==> src/rtl/cmd_rx_fsm.sv <==
// cmd_rx_fsm: byte-stream command front-end. Parses HDR/LEN_LO/LEN_HI/payload
// frames, writes CUM payload elements into the vector buffer, issues a one-cycle
// cmd_ready to the core FSM and blocks until data_ready.
// Optional inter-byte timeout is enabled with `define CMD_TIMEOUT_EN.
module cmd_rx_fsm #(
   parameter int ELEM_BYTES  = 4,
   parameter int MAX_LEN     = 1024,
   parameter int ADDR_W      = 10,
   parameter int TIMEOUT_CYC = 100000
) (
   input  logic                    clk,
   input  logic                    rst_n,
   input  logic [7:0]              rx_data,
   input  logic                    rx_valid,
   output logic                    rx_ready,
   output logic                    buf_we,
   output logic [ADDR_W-1:0]       buf_addr,
   output logic [8*ELEM_BYTES-1:0] buf_wdata,
   output logic [ADDR_W:0]         vec_len,
   output logic                    cmd_ready,
   output logic                    out_mode,
   input  logic                    data_ready,
   output logic                    err
);

   localparam int BI_W = (ELEM_BYTES > 1) ? $clog2(ELEM_BYTES) : 1;
   localparam logic [BI_W-1:0]   LAST_BI = BI_W'(ELEM_BYTES - 1);
   localparam logic [15:0]       MAX_L16 = 16'(MAX_LEN);
   localparam logic [ADDR_W:0]   VL_ONE  = (ADDR_W+1)'(1);

   typedef enum logic [2:0] {
      S_HDR, S_LEN_LO, S_LEN_HI, S_PAYLOAD, S_ISSUE, S_WAIT
   } state_t;

   state_t                  state_q, state_d;
   logic                    rx_ready_q, rx_ready_d;
   logic                    buf_we_q, buf_we_d;
   logic [ADDR_W-1:0]       buf_addr_q, buf_addr_d;
   logic [8*ELEM_BYTES-1:0] buf_wdata_q, buf_wdata_d;
   logic [ADDR_W:0]         vec_len_q, vec_len_d;
   logic                    cmd_ready_q, cmd_ready_d;
   logic                    out_mode_q, out_mode_d;
   logic                    err_q, err_d;
   logic [7:0]              len_lo_q, len_lo_d;
   logic [ADDR_W-1:0]       elem_idx_q, elem_idx_d;
   logic [BI_W-1:0]         byte_idx_q, byte_idx_d;
   logic [8*ELEM_BYTES-1:0] word_q, word_d;
   // set during the cycle the final element is written; holds off rx and then issues
   logic                    wr_done_q, wr_done_d;
   logic [15:0]             len16;
   logic                    acc;
`ifdef CMD_TIMEOUT_EN
   localparam int TMO_W = $clog2(TIMEOUT_CYC + 1);
   localparam logic [TMO_W-1:0] TMO_LAST = TMO_W'(TIMEOUT_CYC - 1);
   logic [TMO_W-1:0]        tmo_q, tmo_d;
`endif

   assign acc = rx_valid && rx_ready_q;

   // next-state and registered-output computation
   always_comb begin
      state_d     = state_q;
      buf_we_d    = 1'b0;
      buf_addr_d  = buf_addr_q;
      buf_wdata_d = buf_wdata_q;
      vec_len_d   = vec_len_q;
      cmd_ready_d = 1'b0;
      out_mode_d  = out_mode_q;
      err_d       = 1'b0;
      len_lo_d    = len_lo_q;
      elem_idx_d  = elem_idx_q;
      byte_idx_d  = byte_idx_q;
      word_d      = word_q;
      wr_done_d   = 1'b0;
      len16       = {rx_data, len_lo_q};
      case (state_q)
         S_HDR: if (acc) begin
            out_mode_d = rx_data[7];
            if (rx_data[6:0] != 7'd0) err_d = 1'b1;
            else                      state_d = S_LEN_LO;
         end
         S_LEN_LO: if (acc) begin
            len_lo_d = rx_data;
            state_d  = S_LEN_HI;
         end
         S_LEN_HI: if (acc) begin
            if (len16 == 16'd0 || len16 > MAX_L16) begin
               err_d   = 1'b1;
               state_d = S_HDR;
            end else begin
               vec_len_d = len16[ADDR_W:0];
               if (out_mode_q) begin
                  state_d    = S_PAYLOAD;
                  elem_idx_d = '0;
                  byte_idx_d = '0;
                  word_d     = '0;
               end else begin
                  state_d = S_ISSUE;
               end
            end
         end
         S_PAYLOAD: begin
            if (wr_done_q) begin
               state_d = S_ISSUE;
            end else if (acc) begin
               word_d[{byte_idx_q, 3'b000} +: 8] = rx_data;
               if (byte_idx_q == LAST_BI) begin
                  buf_we_d    = 1'b1;
                  buf_addr_d  = elem_idx_q;
                  buf_wdata_d = word_d;
                  byte_idx_d  = '0;
                  elem_idx_d  = elem_idx_q + 1'b1;
                  if ({1'b0, elem_idx_q} == vec_len_q - VL_ONE) wr_done_d = 1'b1;
               end else begin
                  byte_idx_d = byte_idx_q + 1'b1;
               end
            end
         end
         S_ISSUE: state_d = S_WAIT;
         S_WAIT:  if (data_ready) state_d = S_HDR;
         default: state_d = S_HDR;
      endcase
`ifdef CMD_TIMEOUT_EN
      tmo_d = '0;
      if ((state_q == S_LEN_LO || state_q == S_LEN_HI || state_q == S_PAYLOAD) &&
          !acc && !wr_done_q) begin
         if (tmo_q == TMO_LAST) begin
            err_d     = 1'b1;
            state_d   = S_HDR;
            buf_we_d  = 1'b0;
         end else begin
            tmo_d = tmo_q + 1'b1;
         end
      end
`endif
      cmd_ready_d = (state_d == S_ISSUE);
      rx_ready_d  = (state_d == S_HDR || state_d == S_LEN_LO || state_d == S_LEN_HI ||
                     state_d == S_PAYLOAD) && !wr_done_d;
   end

   // state and output registers; buffer contents are external and untouched here
   always_ff @(posedge clk or negedge rst_n) begin
      if (!rst_n) begin
         state_q     <= S_HDR;
         rx_ready_q  <= 1'b0;
         buf_we_q    <= 1'b0;
         buf_addr_q  <= '0;
         buf_wdata_q <= '0;
         vec_len_q   <= '0;
         cmd_ready_q <= 1'b0;
         out_mode_q  <= 1'b0;
         err_q       <= 1'b0;
         len_lo_q    <= '0;
         elem_idx_q  <= '0;
         byte_idx_q  <= '0;
         word_q      <= '0;
         wr_done_q   <= 1'b0;
`ifdef CMD_TIMEOUT_EN
         tmo_q       <= '0;
`endif
      end else begin
         state_q     <= state_d;
         rx_ready_q  <= rx_ready_d;
         buf_we_q    <= buf_we_d;
         buf_addr_q  <= buf_addr_d;
         buf_wdata_q <= buf_wdata_d;
         vec_len_q   <= vec_len_d;
         cmd_ready_q <= cmd_ready_d;
         out_mode_q  <= out_mode_d;
         err_q       <= err_d;
         len_lo_q    <= len_lo_d;
         elem_idx_q  <= elem_idx_d;
         byte_idx_q  <= byte_idx_d;
         word_q      <= word_d;
         wr_done_q   <= wr_done_d;
`ifdef CMD_TIMEOUT_EN
         tmo_q       <= tmo_d;
`endif
      end
   end

   assign rx_ready  = rx_ready_q;
   assign buf_we    = buf_we_q;
   assign buf_addr  = buf_addr_q;
   assign buf_wdata = buf_wdata_q;
   assign vec_len   = vec_len_q;
   assign cmd_ready = cmd_ready_q;
   assign out_mode  = out_mode_q;
   assign err       = err_q;

endmodule

==> config.mk <==
export PLATFORM = sky130hd
export DESIGN_NAME = cmd_rx_fsm
export DESIGN_NICKNAME = d
export VERILOG_FILES = /design/src/rtl/cmd_rx_fsm.sv
export SDC_FILE = /design/constraint.sdc
export NUM_CORES = 1
export LEC_CHECK = 0
export BUFFER_PORTS_ARGS = -buffer_cell sky130_fd_sc_hd__buf_2
export CAP_MARGIN = 25
export CELL_PAD_IN_SITES_DETAIL_PLACEMENT = 2
export CELL_PAD_IN_SITES_GLOBAL_PLACEMENT = 2
export CORE_MARGIN = 3
export CORE_UTILIZATION = 37
export CTS_CLUSTER_DIAMETER = 120
export DETAILED_ROUTE_END_ITERATION = 6
export PLACE_DENSITY = 0.83
export SYNTH_ARGS = -nofsm -noshare
export SYNTH_HDL_FRONTEND = slang
export SYNTH_SLANG_ARGS = --single-unit
export TNS_END_PERCENT = 20
==> constraint.sdc <==
create_clock -name clk -period 3.15 [get_ports clk]
set_input_delay 0.315 -clock clk [delete_from_list [all_inputs] [get_ports clk]]
set_output_delay 0.315 -clock clk [all_outputs]
set_load 0.03 [all_outputs]
# Word level (Yosys, flattened, before mapping)
# Index checks and enable logic that the tools add are counted.
dict set report classes {
  add_sub_neg 4
  reduce_logical 18
  shift 2
  eq_ne 17
  muxes 44
  magnitude_cmp 1
  n_bitwise 2
}
# op count
set op_table {}
lappend op_table {{$mux W32} 5}
lappend op_table {{$pmux W32 S2} 1}
lappend op_table {{$mux W10} 6}
lappend op_table {{$bwmux W32} 1}
lappend op_table {{$shift A8 B7 Y32 const A} 1}
lappend op_table {{$shiftx A8 B7 Y32} 1}
lappend op_table {{$mux W3} 8}
lappend op_table {{$pmux W10 S2} 1}
lappend op_table {{$pmux W3 S6} 1}
lappend op_table {{$gt A16 B11 Y1 const B} 1}
lappend op_table {{$logic_not A16 Y1} 1}
lappend op_table {{$mux W1} 13}
lappend op_table {{$eq A3 B2 Y1 const B} 4}
lappend op_table {{$mux W2} 6}
lappend op_table {{$ne A2 B2 Y1 const B} 6}
lappend op_table {{$eq A10 B11 Y1} 1}
lappend op_table {{$sub A11 B1 Y11 const B} 1}
lappend op_table {{$add A10 B1 Y10 const B} 1}
lappend op_table {{$eq A3 B3 Y1 const B} 3}
lappend op_table {{$neg A5 Y7} 1}
lappend op_table {{$reduce_and A7 Y1} 1}
lappend op_table {{$reduce_bool A7 Y1} 1}
lappend op_table {{$eq A3 B1 Y1 const B} 2}
lappend op_table {{$logic_not A3 Y1} 2}
lappend op_table {{other kinds (13)} 19}
dict set report totals {
  wordCells 102
  input_bits 12
  out_inout_bits 58
  ff_bits 114
}

# Logic depth before layout (Yosys ltp)
# Gate-level depths: netlist of the first run.
dict set report depth {
  depth_word 10
  depth_mapped 9
  depth_no_buf 8
}

# Worst setup path after synthesis of the first run
# OpenSTA, ideal clock, no wires.
dict set report synth_timing {
  kind {register -> register}
  from {register vec_len_q[0] (netlist: vec_len[0])}
  to {register rx_ready_q (netlist: rx_ready)}
  period_less_slack_ns 2.598
  t_arrival_ns 2.473
  stages_incl_launch_ff 10
  setup_ns 0.125
  path_buffers 1
  required_ns 3.025
  setup_slack_ns 0.552
  path_cell_list {dfrtp_1 -> inv_1 -> ha_1 -> or4b_1 -> clkbuf_1 -> nor4_1 -> xor2_1 -> a2111o_1 -> a311oi_2 -> nor2_1}
}
dict set report synth_via {
  elab_chain_cells 9
}
# item line_no
set synth_lines {}
lappend synth_lines {{start: declaration} 40} ;# logic [ADDR_W:0] vec_len_q, vec_len_d;
lappend synth_lines {{start signal: assignment} 167} ;# vec_len_q <= vec_len_d;
lappend synth_lines {{$sub A11 B1 Y11} 113} ;# if ({1'b0, elem_idx_q} == vec_len_q - VL_ONE) wr_done_d = 1'b1;
lappend synth_lines {{$eq A10 B11 Y1} 113}
lappend synth_lines {{$mux W1} 113}
lappend synth_lines {{$mux W1} 107} ;# if (byte_idx_q == LAST_BI) begin
lappend synth_lines {{$mux W1} 105} ;# end else if (acc) begin
lappend synth_lines {{$mux W1} 103} ;# if (wr_done_q) begin
lappend synth_lines {{$mux W1} 76} ;# case (state_q)
lappend synth_lines {{named net wr_done_d} 49} ;# logic wr_done_q, wr_done_d;
lappend synth_lines {{$logic_not A1 Y1} 138} ;# state_d == S_PAYLOAD) && !wr_done_d;
lappend synth_lines {{$logic_and A1 B1 Y1} 138}
lappend synth_lines {{named net rx_ready_d} 36} ;# logic rx_ready_q, rx_ready_d;
lappend synth_lines {{end signal: assignment} 163} ;# rx_ready_q <= rx_ready_d;
lappend synth_lines {{end: declaration} 36}
# The timed path passes the listed nets, and every way through them passes these cells.
# A chain may end at the register's enable or synchronous reset.

# Worst setup path in the final report of the first run
# Same ends and word-level chain as after synthesis.

==> results of run 1 <==
-- kinds of logic (layout without fill, tap and decap cells) --
kind of cell    Yosys count  after routing  share of synthesized area [%]
mux                      33             33                           7.42
compound gates          137            137                           16.1
fa+ha+maj                 8              8                           1.85
flops                   114            114                           52.7
xor+xnor                 13             13                           2.10
simple gates            171            171                           16.7
buf+inv                  42            117                           3.10
-- final timing paths --
check / from / endpoint / cells past startpoint
max: vec_len[0] / rx_ready / 8
min: rx_data[2] / word_q[2] / 2
max reg2reg: vec_len[0] / rx_ready / 8
min reg2reg: word_q[7] / word_q[7] / 1
max in group asynchronous: rst_n / buf_wdata[10] / 3
min in group asynchronous: rst_n / vec_len[9] / 2
-- report_power, final --
group | internal [W] | switching, W | leakage, nW
registers | 0.00170 | 0.000217 | 1.54
clock network | 0.00160 | 0.000711 | 0.335
logic | 0.000423 | 0.000819 | 1.33
-- state kept, by name, indices dropped and copies added, names as in the netlist --
signal	cells
elem_idx_q	10
word_q	32
vec_len	11
len_lo_q	8
cmd_ready	1
buf_addr	10
out_mode	1
err	1
buf_wdata	32
byte_idx_q	2
state_q	3
wr_done_q	1
buf_we	1
rx_ready	1
-- area by class of cell --
type | instances | share of cell area (%)
clock buffers | 19 | 6.82
clock inverters | 13 | 3.84
inverters | 6 | 0.339
multi-input cells | 362 | 36.1
flip-flops and latches | 114 | 43.0
well taps | 180 | 3.39
repair buffers | 79 | 6.59
-- what timing repair did --
item / 4_1_cts / 5_1_grt
hold buffers: 1 / 0
endpoints found under the hold margin: 55 / 0
setup endpoints to repair: 0 / 0
-- metal layers --
metal | global-route usage, % | share of wire [%] | up-vias
met2 | 39.4 | 51 | 85
met5 | 0 | 0 | -
met1 | 29.2 | 44 | 2296
met3 | 4.59 | 3.0 | 29
li1 | - | - | 1969
met4 | 8.45 | 2.3 | 0
-- cell usage in the layout, fill, tap and decap left out, types with 4 or more instances in the layout --
master	Yosys	final
o21ai_1	4	4
xnor2_1	6	6
clkbuf_16	0	17
dfrtp_1	114	114
and2_1	4	4
o21ai_0	8	8
nor3_1	11	10
nor4_1	7	7
nor2_1	57	57
mux2_4	9	9
inv_1	6	6
buf_2	2	68
a31oi_1	10	10
xor2_1	7	7
nand2_1	18	18
nand2b_1	8	8
mux2_2	21	21
a211oi_1	4	4
buf_4	0	9
a21oi_1	70	70
nor2b_1	35	35
ha_1	8	8
bufinv_16	0	7
a22o_1	33	33
nand3_1	7	7
-- through the flow --
| step | instance area (um^2) | setup WS (ns) | hold WS (ns) | power, W | std cells |
|---|---|---|---|---|---|
| detailed placement | 5920 | 0.355 | 0.444 | 0.00315 | 740 |
| floorplan | 5410 | 0.552 | 0.0194 | 0.00270 | 518 |
| CTS | 6640 | 0.294 | 0.322 | 0.00554 | 773 |
| global route | 6640 | 0.146 | 0.350 | 0.00573 | 773 |
| finish | 6640 | 0.284 | 0.355 | 0.00547 | 773 |
| global placement | 5920 | 0.615 | 0.427 | 0.00308 | 740 |
-- critical path: stages (launching register included) --
cell	delay, ns
dfrtp_1	0.46
inv_1	0.09
ha_1	0.29
or4b_1	0.57
nor4_1	0.38
xor2_1	0.14
a2111o_1	0.40
a311oi_2	0.32
nor2_1	0.10
==> results.cfg, run 1 <==
[global_route]
grt_start_max_net_pins = 60
grt_pass1_vias = 4970
grt_pass1_wl_mm = 28.8
overflow = 0
antenna_found_initial = 0
grt_usage_pct = 23.1

[floorplanning]
die_area_um2 = 16100
die_w_um = 127
boundaryPins = 70
fp.coreArea_um2 = 14100
die_y_um = 127
initial_core_util_pct = 38.4
num_rows = 43

[cells_and_area]
area_growth_pct = 22.8
fill_cells = 1448
nNetsFinal = 600
drive_gt1_share_pct = 24.8
fin_util_pct = 47.1
multi_input_comb_area_um2 = 2390
ff_latch_area_um2 = 2850
n_antenna_cell = 0

[critical_path]
crit_fanout = 7
crit_required_ns = 3.44
cp.arrival_ns = 3.16
crit_type = reg -> reg
reg2reg_setup_slack_ns = 0.28
crit_path_end_kind = register
startpoint_type = register

[yosys]
synthArstFlopShare_pct = 100
netlist_area_um2 = 5410
syn_area_per_cell_um2 = 10.4
ys_top_cells_by_count = dfrtp_1 (114), a21oi_1 (70), nor2_1 (57)
ys_warn_count = 0
synth_nets = 538
yosysUniqueCellTypes = 48
yosysTopAreaCellShare_pct = 52.7
ys.flop_type = dfrtp_1
synth_area_leaders = dfrtp_1 (53%), a21oi_1 (6.5%), a22o_1 (5.3%)
yosys.cell_count.top_type = dfrtp_1
synth_edf_count = 0
synth.largest_area_cell = dfrtp_1
synth-seq-cells = 114
ys_seq_area_share_pct = 52.7
syn-instance-count = 518

[sta]
min_period_ns = 2.87
fin_crit_sh_pct = 91.0
rsz0062_at_grt = false
finalSetupViolCount = 0
fin_setup_tns_ns = 0
worst_pin_slew_ns = 0.881
clock_skew_ns = 0.00571
finalHoldViolCount = 0
relSlewSlack_pct = 40.7
slew_violations = 0
fmax_mhz = 349

[route]
ant_nets = 0
avgRoutedWirePerCell_um = 22.6
drc = 0
vias_per_cell = 5.66
vias = 4379
first_iter_violations = 238
wl_mm = 17.5
drtPass1Iterations = 4

[min_path]
min_path_type = in -> reg

[cts]
clockBufferDepth = 2
tritoncts = built
post_cts_buffers = 0
htree_levels = 4
clkSinkCount = 114
cts_root_buf = clkbuf_16
clock_latency_ns = 0.42
cts_resized = 0
cts_inserted_buffers = 17
clk_pin_slew_worst_paths_ns = 0.06

[power_and_ir_drop]
p_leak_nw = 3.21
p_per_area_nw_per_um2 = 824
vdd_drop_max_v = 0.000417

[flow_run]
max_cap_viol_count = 0

[place]
hpwl_mm = 11.0
gp_congestion = 0.865
io_buffer_count = 69

[status]
status = complete, no violations
No activity file was read; power rests on OpenSTA's default activity.
==> run 2: changes to the inputs <==
BUFFER_PORTS_ARGS = not set   (was -buffer_cell sky130_fd_sc_hd__buf_2)
CORE_UTILIZATION = 44   (was 37)
DONT_BUFFER_PORTS = 1   (was not set)
PLACE_DENSITY = 0.88   (was 0.83)
clock period = 3.45 ns   (was 3.15 ns; I/O delays follow)
==> run 2 against run 1 <==
Against the previous run:
- final cell count decreased by 14%
- combinational power decreased by 41%
- worst setup slack improved by 0.056 ns
- global-route usage increased by 5.1 points
- fmax decreased by 7.8%
- core utilization increased by 5.5 points
- first-iteration DRC count increased by 18%
- total power decreased by 16%
- cell area decreased by 7.3%
- clock skew increased by 0.0087 ns
- clock power decreased by 21%
- critical path type unchanged
==> results.cfg, run 2 (synthesized netlist as in run 1, its figures left out) <==
[cells_and_area]
final_cell_mix = dfrtp_1 (114), a21oi_1 (70), nor2_1 (57), nor2b_1 (35), a22o_1 (33)
fin_util_pct = 52.6
area_growth_pct = 13.8
drive_gt1_share_pct = 14.9
n_antenna_cell = 0
final_common_cell = dfrtp_1
nNetsFinal = 532

[sta]
rsz0062_at_grt = false
finalSetupViolCount = 0
slew_violations = 0
worst_pin_slew_ns = 0.993
fmax_mhz = 321
fin_setup_tns_ns = 0
min_period_ns = 3.11
relSlewSlack_pct = 33.2
fin_crit_sh_pct = 90.2
clock_skew_ns = 0.0144
finalHoldViolCount = 0

[route]
avgRoutedWirePerCell_um = 26.6
first_iter_violations = 281
ant_nets = 0
drc = 0
vias_per_cell = 6.30
wl_mm = 17.8
drtPass1Iterations = 4
vias = 4207

[cts]
htree_levels = 4
cts_root_buf = clkbuf_16
clockBufferDepth = 2
tritoncts = built
cts_inserted_buffers = 17
clkSinkCount = 114
clk_pin_slew_worst_paths_ns = 0.06
post_cts_buffers = 0
clock_latency_ns = 0.43

[critical_path]
cp.arrival_ns = 3.41
critical-path-slowest-cell = or4b_1
cp.depth = 8
critPathMaxStageDelay_ns = 0.61
startpoint_type = register
ff2ff_path_depth = 8
reg2reg_setup_slack_ns = 0.34
critical_path.top_delay_family = simple AND/OR/NAND/NOR gates
worst-path-buf-inv = 1
crit_type = reg -> reg
crit_fanout = 7
path_cells = inv_1, ha_1, or4b_1, nor4_1, xor2_1, a2111o_1, a311oi_2, nor2_1
crit_path_end_kind = register
crit_required_ns = 3.75

[place]
hpwl_mm = 10.5
io_buffer_count = 0
gp_congestion = 0.822

[floorplanning]
die_y_um = 117
fp.coreArea_um2 = 11700
boundaryPins = 70
num_rows = 39
die_area_um2 = 13700
initial_core_util_pct = 46.2
die_w_um = 117

[global_route]
grt_pass1_vias = 4815
overflow = 0
grt_start_max_net_pins = 115
grt_usage_pct = 28.2
antenna_found_initial = 0
grt_pass1_wl_mm = 28.7

[min_path]
min_path_cells = 1
min_path_type = in -> reg

[power_and_ir_drop]
p_per_area_nw_per_um2 = 744
vdd_drop_max_v = 0.000585
p_leak_nw = 2.84

[status]
status = complete, no violations

[flow_run]
max_cap_viol_count = 0
run 2: path summary, 6_finish.rpt:
check / end / start
max in group asynchronous: state_q[0] / rst_n
setup / recovery: rx_ready / vec_len[0]
hold / removal: word_q[16] / rx_data[0]
setup reg to reg: rx_ready / vec_len[0]
min in group asynchronous: wr_done_q / rst_n
hold reg to reg: word_q[19] / word_q[19]
run 2: layout make-up:
class | count | area (um^2)
fillers | 1145 | 5550
inverters | 6 | 22.5
repair buffers | 11 | 105
flip-flops and latches | 114 | 2850
clock inverters | 11 | 134
multi-input cells | 362 | 2390
clock buffers | 21 | 470
well taps | 143 | 179
run 2: repair_timing:
item,4_1_cts,5_1_grt
hold buffers,2,0
endpoints found under the hold margin,114,0
gates resized for setup,0,0
run 2: metal layers:
layer	share of wire, %	global-route usage, %	up-vias
met2	52	48.4	119
met3	4.6	6.84	31
met4	2.4	10.9	0
met1	41	34.4	2224
li1	-	-	1833
met5	0	0	-
run 2: through the flow:
step	hold slack (ns)	area, um^2	total power [W]	instances	worst slack (ns)
after CTS	0.0416	6160	0.00462	668	0.312
after global placement	0.0522	5520	0.00264	634	0.744
final	0.0626	6160	0.00458	668	0.340
after floorplan	0.0494	5410	0.00246	518	0.852
after global routing	0.0430	6160	0.00481	668	0.218
after detailed placement	0.0521	5520	0.00271	634	0.543
run 2: where the power goes:
| group | internal [W] | total, W | switching (W) |
|---|---|---|---|
| Sequential | 0.00155 | 0.00203 | 0.000478 |
| Clock | 0.00118 | 0.00182 | 0.000637 |
| Combinational | 0.000300 | 0.000736 | 0.000436 |
| Total | 0.00303 | 0.00458 | 0.00155 |
